<file path="src/rtl/uart_frame_rx.sv">
//------------------------------------------------------------------------------
// Module  : uart_frame_rx
// Brief   : 8N1 UART receiver with header hunt, NUM_BYTES payload, timeout and
//           error reporting. Macro UART_FRAME_CHECKSUM_EN adds a trailing
//           additive checksum byte and its comparison.
// Revision: 1.0 - initial release
//------------------------------------------------------------------------------
`default_nettype none

module uart_frame_rx #(
    parameter int         CLK_FREQ     = 50_000_000,
    parameter int         UART_BPS     = 115200,
    parameter int         NUM_BYTES    = 5,
    parameter logic [7:0] HEADER       = 8'hA5,
    parameter int         TIMEOUT_BITS = 20
) (
    input  logic                   sys_clk,
    input  logic                   sys_rst,
    input  logic                   uart_rxd,
    output logic [7:0]             byte_data,
    output logic                   byte_valid,
    output logic [8*NUM_BYTES-1:0] frame_data,
    output logic                   frame_valid,
    output logic                   frame_err,
    output logic [1:0]             err_code
);

    localparam int BAUD_CNT = CLK_FREQ / UART_BPS;
    localparam int HALF_CNT = BAUD_CNT / 2;
    localparam int CNT_W    = (BAUD_CNT > 2) ? $clog2(BAUD_CNT) : 1;
    localparam int TMO_CNT  = TIMEOUT_BITS * BAUD_CNT;
    localparam int TMO_W    = $clog2(TMO_CNT + 1);
    localparam int IDX_W    = (NUM_BYTES > 1) ? $clog2(NUM_BYTES) : 1;

    localparam logic [2:0] B_IDLE  = 3'd0;
    localparam logic [2:0] B_START = 3'd1;
    localparam logic [2:0] B_DATA  = 3'd2;
    localparam logic [2:0] B_STOP  = 3'd3;
    localparam logic [2:0] B_WAIT  = 3'd4;

    localparam logic [1:0] F_HUNT    = 2'd0;
    localparam logic [1:0] F_PAYLOAD = 2'd1;
`ifdef UART_FRAME_CHECKSUM_EN
    localparam logic [1:0] F_CHECK   = 2'd2;
`endif

    logic rx_meta, rx_sync, rx_prev;

    always_ff @(posedge sys_clk) begin
        if (sys_rst) begin
            rx_meta <= 1'b1;
            rx_sync <= 1'b1;
            rx_prev <= 1'b1;
        end else begin
            rx_meta <= uart_rxd;
            rx_sync <= rx_meta;
            rx_prev <= rx_sync;
        end
    end

    // ---------------- bit receiver ----------------
    logic [2:0]       bit_state, bit_next;
    logic [CNT_W-1:0] baud_cnt;
    logic [2:0]       bit_idx;
    logic [7:0]       shift;
    logic             half_hit, full_hit;
    logic             sample_data, byte_done, ferr_hit, cnt_clr;
    logic             ferr_pulse;

    assign half_hit = (baud_cnt == CNT_W'(HALF_CNT));
    assign full_hit = (baud_cnt == CNT_W'(BAUD_CNT - 1));

    always_ff @(posedge sys_clk) begin
        if (sys_rst) bit_state <= B_IDLE;
        else         bit_state <= bit_next;
    end

    always_comb begin
        bit_next = bit_state;
        case (bit_state)
            B_IDLE:  if (rx_prev && !rx_sync) bit_next = B_START;
            B_START: if (half_hit) bit_next = rx_sync ? B_IDLE : B_DATA;
            B_DATA:  if (full_hit && bit_idx == 3'd7) bit_next = B_STOP;
            B_STOP:  if (full_hit) bit_next = rx_sync ? B_IDLE : B_WAIT;
            B_WAIT:  if (rx_sync) bit_next = B_IDLE;
            default: bit_next = B_IDLE;
        endcase
    end

    always_comb begin
        sample_data = (bit_state == B_DATA) && full_hit;
        byte_done   = (bit_state == B_STOP) && full_hit && rx_sync;
        ferr_hit    = (bit_state == B_STOP) && full_hit && !rx_sync;
        cnt_clr     = (bit_state == B_IDLE) || (bit_state != bit_next) || full_hit;
    end

    always_ff @(posedge sys_clk) begin
        if (sys_rst) begin
            baud_cnt   <= '0;
            bit_idx    <= 3'd0;
            shift      <= 8'd0;
            byte_data  <= 8'd0;
            byte_valid <= 1'b0;
            ferr_pulse <= 1'b0;
        end else begin
            baud_cnt <= cnt_clr ? '0 : baud_cnt + 1'b1;
            if (bit_state == B_START) bit_idx <= 3'd0;
            if (sample_data) begin
                shift   <= {rx_sync, shift[7:1]};
                bit_idx <= bit_idx + 3'd1;
            end
            byte_valid <= byte_done;
            if (byte_done) byte_data <= shift;
            ferr_pulse <= ferr_hit;
        end
    end

    // ---------------- frame assembler ----------------
    logic [1:0]             frm_state, frm_next;
    logic [IDX_W-1:0]       idx;
    logic [8*NUM_BYTES-1:0] staging, merged;
    logic [TMO_W-1:0]       tmo_cnt;
    logic                   in_frame, last_byte, tmo_hit;
    logic                   start_frame, store_byte, frame_done, abort;
    logic [1:0]             abort_code;
`ifdef UART_FRAME_CHECKSUM_EN
    logic [7:0]             sum;
`endif

    always_ff @(posedge sys_clk) begin
        if (sys_rst) frm_state <= F_HUNT;
        else         frm_state <= frm_next;
    end

    always_comb begin
        frm_next = frm_state;
        case (frm_state)
            F_HUNT:    if (start_frame) frm_next = F_PAYLOAD;
`ifdef UART_FRAME_CHECKSUM_EN
            F_PAYLOAD: if (last_byte) frm_next = F_CHECK;
            F_CHECK:   if (byte_valid) frm_next = F_HUNT;
`else
            F_PAYLOAD: if (last_byte) frm_next = F_HUNT;
`endif
            default:   frm_next = F_HUNT;
        endcase
        if (abort) frm_next = F_HUNT;
    end

    always_comb begin
        in_frame    = (frm_state != F_HUNT);
        last_byte   = (frm_state == F_PAYLOAD) && byte_valid && (idx == IDX_W'(NUM_BYTES - 1));
        tmo_hit     = in_frame && (tmo_cnt == TMO_W'(TMO_CNT));
        start_frame = 1'b0;
        store_byte  = 1'b0;
        frame_done  = 1'b0;
        abort       = 1'b0;
        abort_code  = 2'b00;
        case (frm_state)
            F_HUNT:    start_frame = byte_valid && (byte_data == HEADER);
            F_PAYLOAD: begin
                store_byte = byte_valid;
`ifndef UART_FRAME_CHECKSUM_EN
                frame_done = last_byte;
`endif
            end
`ifdef UART_FRAME_CHECKSUM_EN
            F_CHECK: if (byte_valid) begin
                if (byte_data == sum) frame_done = 1'b1;
                else begin
                    abort      = 1'b1;
                    abort_code = 2'b01;
                end
            end
`endif
            default: ;
        endcase
        // A received byte restarts the timeout, so errors only act between bytes.
        if (in_frame && !byte_valid) begin
            if (ferr_pulse) begin
                abort      = 1'b1;
                abort_code = 2'b11;
            end else if (tmo_hit) begin
                abort      = 1'b1;
                abort_code = 2'b10;
            end
        end
        merged = staging;
        merged[{idx, 3'b000} +: 8] = byte_data;
    end

    always_ff @(posedge sys_clk) begin
        if (sys_rst) begin
            idx         <= '0;
            staging     <= '0;
            tmo_cnt     <= '0;
            frame_data  <= '0;
            frame_valid <= 1'b0;
            frame_err   <= 1'b0;
            err_code    <= 2'b00;
`ifdef UART_FRAME_CHECKSUM_EN
            sum         <= 8'd0;
`endif
        end else begin
            frame_valid <= frame_done;
            frame_err   <= abort;
            if (abort) err_code <= abort_code;
            tmo_cnt <= (!in_frame || byte_valid) ? '0 : tmo_cnt + 1'b1;
            if (start_frame) idx <= '0;
            if (store_byte) begin
                staging <= merged;
                idx     <= idx + 1'b1;
            end
`ifdef UART_FRAME_CHECKSUM_EN
            if (start_frame) sum <= 8'd0;
            if (store_byte)  sum <= sum + byte_data;
            if (frame_done)  frame_data <= staging;
`else
            if (frame_done)  frame_data <= merged;
`endif
        end
    end

endmodule

`default_nettype wire

</file>
<file path="config.mk">
export PLATFORM = sky130hd
export DESIGN_NAME = uart_frame_rx
export DESIGN_NICKNAME = d
export VERILOG_FILES = /design/src/rtl/uart_frame_rx.sv
export SDC_FILE = /design/constraint.sdc
export NUM_CORES = 1
export LEC_CHECK = 0
export BUFFER_PORTS_ARGS = -buffer_cell sky130_fd_sc_hd__buf_2
export CAP_MARGIN = 20
export CELL_PAD_IN_SITES_DETAIL_PLACEMENT = 1
export CELL_PAD_IN_SITES_GLOBAL_PLACEMENT = 1
export CORE_MARGIN = 2
export CORE_UTILIZATION = 25
export DETAILED_ROUTE_END_ITERATION = 8
export GPL_TIMING_DRIVEN = 0
export PLACE_DENSITY_LB_ADDON = 0.1
export SLEW_MARGIN = 20
export SYNTH_ARGS = -nofsm -noshare
export SYNTH_HDL_FRONTEND = slang
export SYNTH_SLANG_ARGS = --single-unit
export TNS_END_PERCENT = 1
</file>
<file path="constraint.sdc">
create_clock -name sys_clk -period 3 [get_ports sys_clk]
set_input_delay 0.45 -clock sys_clk [delete_from_list [all_inputs] [get_ports sys_clk]]
set_output_delay 0.45 -clock sys_clk [all_outputs]
set_load 0.02 [all_outputs]
</file>
## Word level (Yosys, flattened, before mapping)

Cells that the tools add are included.

| operators by class | value |
|---|---|
| add/subtract/negate cells | 5 |
| eq/ne operators | 14 |
| shifts and indexed selects | 2 |
| multiplexer cells | 25 |
| reduce and logical (&&, ||, !) cells | 26 |

Operators by type and width:

| kind | count |
|---|---|
| 40-bit bitwise mux | 1 |
| 8-bit by 8-bit variable shift with 40-bit output, first input constant | 1 |
| 8-bit by 8-bit variable part select with 40-bit output | 1 |
| 3-bit 2-to-1 mux | 10 |
| 3-bit one-hot mux with 5 select lines | 1 |
| 14-bit by 1-bit adder with 14-bit output, second input constant | 1 |
| 14-bit == test, second input constant | 1 |
| 2-bit 2-to-1 mux | 6 |
| 1-bit logical AND | 11 |
| 9-bit by 1-bit adder with 9-bit output, second input constant | 1 |
| 3-bit == test, second input constant | 3 |
| 9-bit by 8-bit == test with 1-bit output, second input constant | 1 |
| 9-bit == test, second input constant | 1 |
| 8-bit == test, second input constant | 1 |
| 6-bit negator with 8-bit output | 1 |
| 3-bit by 1-bit adder with 3-bit output, second input constant | 2 |
| 3-bit by 2-bit == test with 1-bit output, second input constant | 2 |
| 1-bit 2-to-1 mux | 6 |
| 2-bit nonzero test | 3 |
| 2-bit OR reduction | 3 |
| 2-bit != test, second input constant | 2 |
| 2-bit one-hot mux with 2 select lines | 1 |
| 3-bit by 1-bit == test with 1-bit output, second input constant | 1 |
| 1-bit logical NOT | 3 |
| 6 further kinds | 8 |

| storage, ports and cells | value |
|---|---|
| bits in registers | 139 |
| input bits | 3 |

## Depth between registers and ports, before layout

Gate-level depths: netlist of the first run.

| depth | value |
|---|---|
| word-level depth | 8 |
| mapped depth | 10 |
| gate-level depth less buffers | 8 |

## Worst setup path after synthesis of the first run

OpenSTA, ideal clock, no wires.

| path | value |
|---|---|
| kind | reg2reg |
| start point | register idx[0] |
| end point | register staging[17] |
| library setup time | 0.128 ns |
| arrival | 2.283 ns |
| required time | 2.872 ns |
| path slack | 0.590 ns |
| cell stages (with the launch flop) | 11 |
| buffers on the path | 2 |
| path through | dfxtp_1 > inv_1 > ha_1 > ha_1 > nand2b_1 > nor4b_1 > buf_2 > nor2b_1 > buf_2 > mux2i_1 > nor2_1 |

| on the way | value |
|---|---|
| longest elaborated chain between the ends | 3 |
| elaborated cells on any way between the ends | 4 |

RTL lines:

| item | line | source |
|---|---|---|
| start: declaration | 120 | `logic [IDX_W-1:0] idx;` |
| start signal: assignment | 212 | `idx <= idx + 1'b1;` |
| 6-bit negator with 8-bit output (*) | 189 | `merged[{idx, 3'b000} +: 8] = byte_data;` |
| 8-bit by 8-bit variable part select with 40-bit output / 8-bit by 8-bit variable shift with 40-bit output (equally long branches) | 189 |  |
| 40-bit bitwise mux (*) | 189 |  |
| end signal: assignment | 211 | `staging <= merged;` |
| end: declaration | 121 | `logic [8*NUM_BYTES-1:0] staging, merged;` |

Mark *: on every way between the ends. The rest lies on a longest branch, timed or not.
A chain may end at the register's enable or synchronous reset.

## Worst setup path in the final report of the first run

Ends and elaborated chain as after synthesis.

==> out/results.tsv, run 1 <==
metric	value	unit
outcome	finished, final reports clean	
fmax	358	MHz
peakVddDrop	0.000249	V
syn_nets	629	
synth_top_family_by_area	simple AND/OR/NAND/NOR gates	
ys_ff_latch	138	
synth-simple-area-share	19.0	%
cp_max_fo	9	
cellPowerDensity	571	nW/um^2
start_util	25.5	%
vias_per_cell	4.60	
reg2reg_depth	10	
synth_adder_area_share	2.17	%
die_h	156	microns
m1WireLength	7480	microns
fin_crit	2.79	ns
drt-pass1-iter-count	4	
synthXorXnorAreaFrac	3.03	%
startpoint	idx[0]$_SDFFE_PP0P_	
cts_buffers	17	
grt_util_all_layers	13.6	%
routed_wl	15600	microns
cts_sinks	138	
drtIter0Drc	121	
gp_congestion	0.722	
rsz0062_at_grt	false	
core	22600	sq um
die_w	156	microns
num_rows	55	
setup_viol	0	
yosysMostFrequentCell	dfxtp_1	
min_from	uart_rxd	
clock_path_buffers	2	
areaGrowthSynthToFinish	21.1	%
synth-seq-area-share	47.8	%
worstPathRequired	3.29	ns
fin_nets	702	
fin_tns_setup	0	ns
ant_nets	0	
synthMuxAreaShare	15.4	%
antenna_cells	0	
cts_hold_buf	0	
insertion_delay	0.42	ns
dieArea	24300	sq um
crit_type	flop to flop	
yosys_warnings	0	
relSlewSlack	38.4	%
r2r_start	idx[0]$_SDFFE_PP0P_	
dr_wl_met2	7640	microns
design_area	7000	sq um
finalHoldViolCount	0	
critPathLaunchType	flop	
synthArstFlopShare	0	%
syn_area	5780	sq um
worst_pin_slew	0.920	ns
finalCritPeriodShare	93.0	%
clk_pin_slew	0.06	ns
drcViolationCount	0	
hold_ws	0.248	ns
drt-wirelength-per-cell	15.8	microns
grt_pass1_vias	4906	
synth_edf_count	0	
netlist_instances	616	
cts_tree	built	
synth_cell_type_count	42	
yosysTopAreaCell	dfxtp_1	
grt_pass1_wl	25700	microns
r2r_setup_slack	0.21	ns
dpl.hpwl	11400	microns
pin_count	56	
r2r-end	staging[17]$_SDFFE_PP0P_	
arrival	3.08	ns
port_buffers	54	
vias	4537	
hp-class	primary input to flop	
routed-wl-met3	371	microns
ys.flop_type	dfxtp_1	
drv_slew	0	
grt_max_degree	17	
synth.avg_cell_area	9.38	sq um
finalClockSkew	0.0122	ns
critPathCaptureType	flop	
synth_top_area_share	47.8	%
drv_cap	0	
fillers	2629	
htree_levels	4	
synth_compound_area_share	8.43	%
antenna_found_initial	0	
grt_overflow_total	0	
clock_tree.root_cell	clkbuf_16	
ys_top_cells_by_count	dfxtp_1 (138), nor2_1 (120), mux2i_1 (88)	
synth_area_leaders	dfxtp_1 (48%), mux2i_1 (15%), nor2_1 (7.8%)	
crit_end	staging[17]$_SDFFE_PP0P_	
static-leakage-power	2.45	nW
dpl_cell_area	6400	sq um
drive_gt1_share	14.5	%
top_layer_used	met4	
==> layout make-up <==
class	count	area, sq um	area share (%)
clock buffer	20	447	6.38
sequential	138	2760	39.5
multi-input combinational	420	2780	39.7
inverter	13	48.8	0.697
tap	285	357	5.10
timing repair buffer	54	270	3.86
buffer	45	195	2.79
clock inverter	12	140	2.00
==> how the worst min path moves through the flow <==
| stage | endpoint | slack (ns) | cells after the start |
|---|---|---|---|
| floorplan | rx_sync$_SDFF_PP1_ | 0.39 | 1 |
| finish | rx_meta$_SDFF_PP1_ | 0.25 | 2 |
| global placement | rx_sync$_SDFF_PP1_ | 0.40 | 1 |
| CTS | rx_meta$_SDFF_PP1_ | 0.24 | 2 |
| global route | rx_meta$_SDFF_PP1_ | 0.24 | 2 |
| detailed placement | rx_sync$_SDFF_PP1_ | 0.42 | 1 |
==> where the power goes <==
group	internal [mW]	total, mW	leakage (nW)	switching, mW
combinational	0.0112	0.0551	1.06	0.0439
clock	1.26	2.10	0.278	0.848
sequential	1.83	1.84	1.11	0.00191
total	3.10	4.00	2.45	0.894
==> layout by cell type, fill, tap and decap left out, types with 3 or more instances in the layout <==
| cell | instances |
|---|---|
| clkbuf_16 | 17 |
| nor3_1 | 16 |
| nor4_1 | 3 |
| mux2i_1 | 88 |
| a211oi_1 | 40 |
| nand2_1 | 25 |
| xor2_1 | 8 |
| and3_1 | 5 |
| or3_1 | 3 |
| nand4b_1 | 4 |
| nor2_1 | 120 |
| ha_1 | 10 |
| a21oi_1 | 19 |
| nand4_1 | 3 |
| o21ai_0 | 9 |
| inv_1 | 13 |
| xnor2_1 | 12 |
| inv_6 | 3 |
| or2_2 | 4 |
| clkbuf_1 | 39 |
| nand2b_1 | 8 |
| nor2b_1 | 4 |
| clkinv_4 | 3 |
| clkinvlp_4 | 3 |
| dfxtp_1 | 138 |
| buf_2 | 57 |
| nand3_1 | 18 |
==> registers in the layout, summed over array words and instances, names as in the netlist, 2 cells and up <==
register,flops
baud_cnt,9
bit_idx,3
bit_state,3
byte_data,8
err_code,2
frame_data,40
idx,3
shift,8
staging,40
tmo_cnt,14
==> cells by family after synthesis <==
group | after synthesis
and+or+nand+nor | 227
DFF | 138
muxes | 89
AOI/OAI and AO/OA | 74
buffers and inverters | 58
xor gates and xnor gates | 20
adders and majority gates | 10
==> per-stage QoR <==
stage / total power, mW / util [%] / setup WS, ns / cells
after global placement: 1.93 / 28.3 / 0.208 / 955
after global routing: 4.16 / 30.9 / 0.000927 / 987
after detailed placement: 1.93 / 28.3 / 0.152 / 955
after CTS: 4.07 / 30.9 / 0.138 / 987
final: 4.00 / 30.9 / 0.210 / 987
after floorplan: 1.91 / - / 0.590 / 616
==> critical path, cell delays in order (launching register included) <==
cell and delay (ns):
dfxtp_1 0.46, inv_1 0.19, ha_1 0.27, ha_1 0.31
nand2b_1 0.15, nor4b_1 0.30, buf_4 0.27, nor2b_1 0.14
buf_2 0.27, mux2i_1 0.24, nor2_1 0.06
==> timing repair <==
action,CTS,global route
resized for setup,0,4
setup endpoints to repair,0,16
setup buffers,0,0
==> per-layer routing <==
metal,vias up,GRT usage [%]
met4,0,4.02
met2,46,23.5
met1,2206,16.8
met5,-,0
met3,11,3.06
li1,2274,-
Power figures use the tool's default switching activity.
==> run 2: changes to the inputs <==
--- a/config.mk
+++ b/config.mk
@@ -9,7 +9,7 @@
 export CAP_MARGIN = 20
 export CELL_PAD_IN_SITES_DETAIL_PLACEMENT = 1
 export CELL_PAD_IN_SITES_GLOBAL_PLACEMENT = 1
-export CORE_MARGIN = 2
+export CORE_MARGIN = 4
 export CORE_UTILIZATION = 25
 export DETAILED_ROUTE_END_ITERATION = 8
 export GPL_TIMING_DRIVEN = 0
==> constraint.sdc (replaced) <==
create_clock -name sys_clk -period 3 [get_ports sys_clk]
set_input_delay 0 -clock sys_clk [delete_from_list [all_inputs] [get_ports sys_clk]]
set_output_delay 0 -clock sys_clk [all_outputs]
set_load 0.02 [all_outputs]
==> run 2 against run 1 <==
Against the previous run: first-iteration DRC count rose by 52%; utilization shrank 0.19 points; non-clock buffer count is 1 higher; setup slack better by 0.16 ns; design area decreased by 0.32%; critical endpoint is now staging[34]$_SDFFE_PP0P_; largest cell class unchanged; clock power fell by 6%; clock skew is 0.0024 ns lower; highest routed layer unchanged; sequential power is essentially flat; clock-buffer cell count decreased by 1.
==> out/results.tsv, run 2 (synthesis results as in run 1) <==
metric	value	unit	change
outcome	finished, final reports clean		unchanged
num_rows	55		unchanged
htree_levels	4		unchanged
vias	4572		was 4537
antenna_found_initial	0		unchanged
seq_area	2760	sq um	about the same
finalCritPeriodShare	87.5	%	was 93.0%
drv_cap	0		unchanged
multi_input_area	2780	sq um	unchanged
finalClockSkew	0.00981	ns	was 0.0122 ns
clock_tree.root_cell	clkbuf_16		unchanged
die_h	160	microns	was 156 microns
top_regs	frame_data x40, staging x40, tmo_cnt x14		unchanged
core	22700	sq um	was 22600 sq um
grt_pass1_vias	4808		was 4906
drcViolationCount	0		unchanged
relSlewSlack	37.7	%	was 38.4%
dpl_cell_area	6400	sq um	unchanged
grt_overflow_total	0		unchanged
drt-wirelength-per-cell	15.7	microns	was 15.8 microns
fin_crit	2.63	ns	was 2.79 ns
hp-class	primary input to flop		unchanged
dieArea	25600	sq um	was 24300 sq um
arrival	2.92	ns	was 3.08 ns
cts_tree	built		unchanged
drtIter0Drc	184		was 121
pin_count	56		unchanged
grt_util_all_layers	12.7	%	was 13.6%
drt-pass1-iter-count	4		unchanged
finalHoldViolCount	0		unchanged
cp_max_fo	9		unchanged
fin_nets	703		was 702
layout_common_cells	dfxtp_1 (137), nor2_1 (120), mux2i_1 (88)		was dfxtp_1 (138), nor2_1 (120), mux2i_1 (88)
routed_wl	15500	microns	was 15600 microns
setup_viol	0		unchanged
drv_slew	0		unchanged
ant_nets	0		unchanged
port_buffers	54		unchanged
grt_pass1_wl	25800	microns	was 25700 microns
worst_pin_slew	0.930	ns	was 0.920 ns
dpl.hpwl	11400	microns	about the same
fillers	2645		was 2629
cts_sinks	138		unchanged
gp_congestion	0.751		was 0.722
rsz0062_at_grt	false		unchanged
fmax	381	MHz	was 358 MHz
crit_type	flop to flop		unchanged
static-leakage-power	2.45	nW	about the same
start_util	25.4	%	was 25.5%
grt_max_degree	17		unchanged
cts_buffers	17		unchanged
fin_ws	0.374	ns	was 0.210 ns
post_cts_buffers	0		unchanged
critPathCaptureType	flop		unchanged
fin_tns_setup	0	ns	unchanged
drive_gt1_share	14.8	%	was 14.5%
clk_pin_slew	0.06	ns	about the same
final_common_cell	dfxtp_1		unchanged
design_area	6980	sq um	was 7000 sq um
antenna_cells	0		unchanged
insertion_delay	0.42	ns	about the same
worstPathRequired	3.29	ns	about the same
clock_path_buffers	2		unchanged
die_w	160	microns	was 156 microns
cellPowerDensity	553	nW/um^2	was 571 nW/um^2
vias_per_cell	4.63		was 4.60
areaGrowthSynthToFinish	20.7	%	was 21.1%
dpl_worst_slack	0.144	ns	was 0.152 ns
critPathLaunchType	flop		unchanged
peakVddDrop	0.000282	V	was 0.000249 V
-- run 2: cell count changes in the layout (fill, tap and decap cells not counted), sizes merged --
cell / previous run / this run
clkbuf: 59 / 58
inv: 16 / 20
dlygate4sd3: 0 / 1
clkinvlp: 3 / 1
bufinv: 2 / 0
clkinv: 4 / 5
-- run 2: worst paths after layout --
check	from	to	slack (ns)	cells after the start
worst min register to register	rx_meta$_SDFF_PP1_	rx_sync$_SDFF_PP1_	0.41	1
worst max register to register	idx[0]$_SDFFE_PP0P_	staging[34]$_SDFFE_PP0P_	0.37	10
worst max-delay path	idx[0]$_SDFFE_PP0P_	staging[34]$_SDFFE_PP0P_	0.37	10
worst min-delay path	sys_rst	rx_prev$_SDFF_PP1_	0.14	2
-- run 2: metrics by stage --
step,hold slack [ns],std cells,power (mW),util (%)
finish,0.140,988,3.86,30.7
detailed placement,0.237,955,1.93,28.2
global placement,0.234,955,1.93,28.2
floorplan,0.104,616,1.91,-
global route,0.213,988,4.02,30.7
CTS,0.189,988,3.94,30.7
-- run 2: per-layer routing --
layer  GRT usage, %  vias up  share of wire [%]
li1               -     2270                  -
met1           16.3     2223                 48
met2           20.9       57                 48
met3           2.86       22                2.3
met4           4.58        0                1.5
met5              0        -                  0
-- run 2: power breakdown --
part           total, mW  switching (mW)  leakage, nW  internal, mW
clock               1.97           0.866        0.271          1.10
combinational     0.0559          0.0438         1.06        0.0121
sequential          1.84         0.00190         1.11          1.83
-- run 2: what timing repair did --
action,4_1_cts,5_1_grt
hold endpoints to repair,1,0
endpoints found under the setup margin,0,17
hold buffers,1,0
resized for setup,0,7
-- run 2: layout make-up --
cell class / count / area share [%]
multi-input cells: 420 / 39.8
inverters: 13 / 0.700
plain buffers: 45 / 2.83
clock inverters: 13 / 1.54
clock buffers: 19 / 6.35
flip-flops and latches: 138 / 39.6
repair buffers: 55 / 4.02
well taps: 285 / 5.11
-- run 2: worst max-delay path, cell delays in order (launching register included) --
cell and delay, ns:
dfxtp_2 0.39, inv_1 0.14, ha_1 0.25, ha_1 0.33, nand2b_1 0.16, nor4_1 0.26, clkbuf_4 0.30, nor2b_1 0.15
clkbuf_4 0.25, mux2i_1 0.21, nor2_1 0.05
==> run 3: changes to the inputs <==
--- a/config.mk
+++ b/config.mk
@@ -6,7 +6,6 @@
 export NUM_CORES = 1
 export LEC_CHECK = 0
 export BUFFER_PORTS_ARGS = -buffer_cell sky130_fd_sc_hd__buf_2
-export CAP_MARGIN = 20
 export CELL_PAD_IN_SITES_DETAIL_PLACEMENT = 1
 export CELL_PAD_IN_SITES_GLOBAL_PLACEMENT = 1
 export CORE_MARGIN = 4
==> constraint.sdc (replaced) <==
create_clock -name sys_clk -period 3 [get_ports sys_clk]
set_input_delay 0.45 -clock sys_clk [delete_from_list [all_inputs] [get_ports sys_clk]]
set_output_delay 0.45 -clock sys_clk [all_outputs]
set_load 0.02 [all_outputs]
==> run 3 against run 2 <==
Against the previous run: first-iteration DRC count is 8.7% lower; hold slack better by 0.11 ns; clock skew hardly changed; critical path type unchanged.
==> out/results.tsv, run 3 (synthesis results as in run 1) <==
metric	value	unit	change
outcome	finished, final reports clean		unchanged
utilization	30.7	%	about the same
static-leakage-power	2.44	nW	was 2.45 nW
start_util	25.4	%	unchanged
rsz0062_at_grt	false		unchanged
die_w	160	microns	unchanged
dieArea	25600	sq um	unchanged
max_stage_delay	0.40	ns	was 0.39 ns
cellPowerDensity	554	nW/um^2	was 553 nW/um^2
insertion_delay	0.42	ns	about the same
use_met2	20.9	%	unchanged
p_int	2.95	mW	about the same
multi_input_area	2780	sq um	unchanged
critPathCaptureType	flop		unchanged
switchingPower	0.915	mW	was 0.912 mW
fin_crit	2.63	ns	about the same
cts_hold_buf	0		was 1
clockPowerShare	51.0	%	about the same
cts_resized	0		unchanged
die_h	160	microns	unchanged
p_comb_share	1.4	%	about the same
drcViolationCount	0		unchanged
pin_count	56		unchanged
peakVddDrop	0.000282	V	about the same
worstPathRequired	3.29	ns	about the same
final_common_cell	dfxtp_1		unchanged
cp_max_fo	9		unchanged
antenna_cells	0		unchanged
finalHoldViolCount	0		unchanged
dpl.hpwl	11400	microns	unchanged
relSlewSlack	37.7	%	about the same
areaGrowthSynthToFinish	20.6	%	was 20.7%
cts_buffers	17		unchanged
post_cts_buffers	0		unchanged
arrival	2.92	ns	about the same
layout_common_cells	dfxtp_1 (137), nor2_1 (120), mux2i_1 (88)		unchanged
fillers	2645		unchanged
hp-class	primary input to flop		unchanged
drtIter0Drc	168		was 184
worst_pin_slew	0.930	ns	about the same
grt_pass1_vias	4805		was 4808
setup_viol	0		unchanged
cts_tree	built		unchanged
path_cells	inv_1 > ha_1 > ha_1 > nand2b_1 > nor4b_1 > buf_4 > nor2b_1 > clkbuf_4 > mux2i_1 > nor2_1		was inv_1 > ha_1 > ha_1 > nand2b_1 > nor4_1 > clkbuf_4 > nor2b_1 > clkbuf_4 > mux2i_1 > nor2_1
htree_levels	4		unchanged
grt_pass1_wl	25800	microns	about the same
cpMostUsedCell	ha_1		
crit_type	flop to flop		unchanged
seq_power_share	47.6	%	about the same
seq_area	2760	sq um	unchanged
port_buffers	54		unchanged
drive_gt1_share	14.8	%	about the same
core	22700	sq um	unchanged
fin_tns_setup	0	ns	unchanged
grt_max_degree	17		unchanged
antenna_found_initial	0		unchanged
grt_use_met3	2.86	%	unchanged
top_usage_layer	met2		unchanged
grt_use_met1	16.3	%	about the same
critPathLaunchType	flop		unchanged
fin_nets	702		was 703
design_area	6970	sq um	was 6980 sq um
grt_util_all_layers	12.7	%	about the same
drt-pass1-iter-count	4		unchanged
clock_path_buffers	2		unchanged
clk_pin_slew	0.07	ns	was 0.06 ns
drt-wirelength-per-cell	15.7	microns	about the same
top_regs	frame_data x40, staging x40, tmo_cnt x14		unchanged
clock_tree.root_cell	clkbuf_16		unchanged
gp_congestion	0.751		unchanged
num_rows	55		unchanged
grt_overflow_total	0		unchanged
finalCritPeriodShare	87.7	%	was 87.5%
drv_slew	0		unchanged
swShare	23.7	%	was 23.6%
routed_wl	15500	microns	about the same
finalClockSkew	0.00984	ns	was 0.00981 ns
vias	4559		was 4572
dpl_cell_area	6400	sq um	unchanged
ant_nets	0		unchanged
slowest_stage	dfxtp_2		unchanged
fmax	380	MHz	was 381 MHz
cts_sinks	138		unchanged
vias_per_cell	4.62		was 4.63
drv_cap	0		unchanged
-- run 3: cell types whose count changed in the layout (fill, tap and decap cells not counted) --
cell / change
dlygate4sd3_1: -1
-- run 3: worst paths after layout --
check,slack (ns),from,to,depth (start not counted)
max,0.37,idx[0]$_SDFFE_PP0P_,staging[20]$_SDFFE_PP0P_,10
min,0.25,uart_rxd,rx_meta$_SDFF_PP1_,2
max reg2reg,0.37,idx[0]$_SDFFE_PP0P_,staging[20]$_SDFFE_PP0P_,10
min reg2reg,0.41,rx_meta$_SDFF_PP1_,rx_sync$_SDFF_PP1_,1
-- run 3: metal layers --
layer  up-vias  share of wire, %
met5         -                 0
met4         0               1.5
met3        22               2.6
met2        60                48
met1      2212                48
li1       2265                 -
-- run 3: per-stage QoR --
step           total power, mW  std cells  setup WS [ns]  hold slack, ns
3_3_place_gp              1.93        955          0.199           0.401
4_1_cts                   3.93        987          0.134           0.246
5_1_grt                   4.02        987          0.125           0.244
6_report                  3.86        987          0.369           0.254
3_5_place_dp              1.93        955          0.144           0.405
2_1_floorplan             1.91        616          0.590           0.389
-- run 3: power groups by stage --
stage / combinational [mW] / clock (mW) / sequential, mW
after global placement: 0.0550 / 0 / 1.88
after CTS: 0.0570 / 2.04 / 1.84
after global routing: 0.0622 / 2.12 / 1.84
after detailed placement: 0.0568 / 0 / 1.88
final: 0.0548 / 1.97 / 1.84
after floorplan: 0.0364 / 0 / 1.88
-- run 3: layout make-up --
class	instances	area share, %
Buffer	45	2.84
Clock buffer	19	6.36
Clock inverter	13	1.54
Inverter	13	0.701
Multi-Input combinational cell	420	39.9
Sequential cell	138	39.7
Tap cell	285	5.12
Timing Repair Buffer	54	3.88
-- run 3: critical path, delay by kind of cell, from the launching register on --
kind / cells / cell delay, ns
muxes: 1 / 0.22
and+or+nand+nor: 4 / 0.66
DFF: 1 / 0.40
buffers and inverters: 3 / 0.64
adders and majority gates: 2 / 0.58
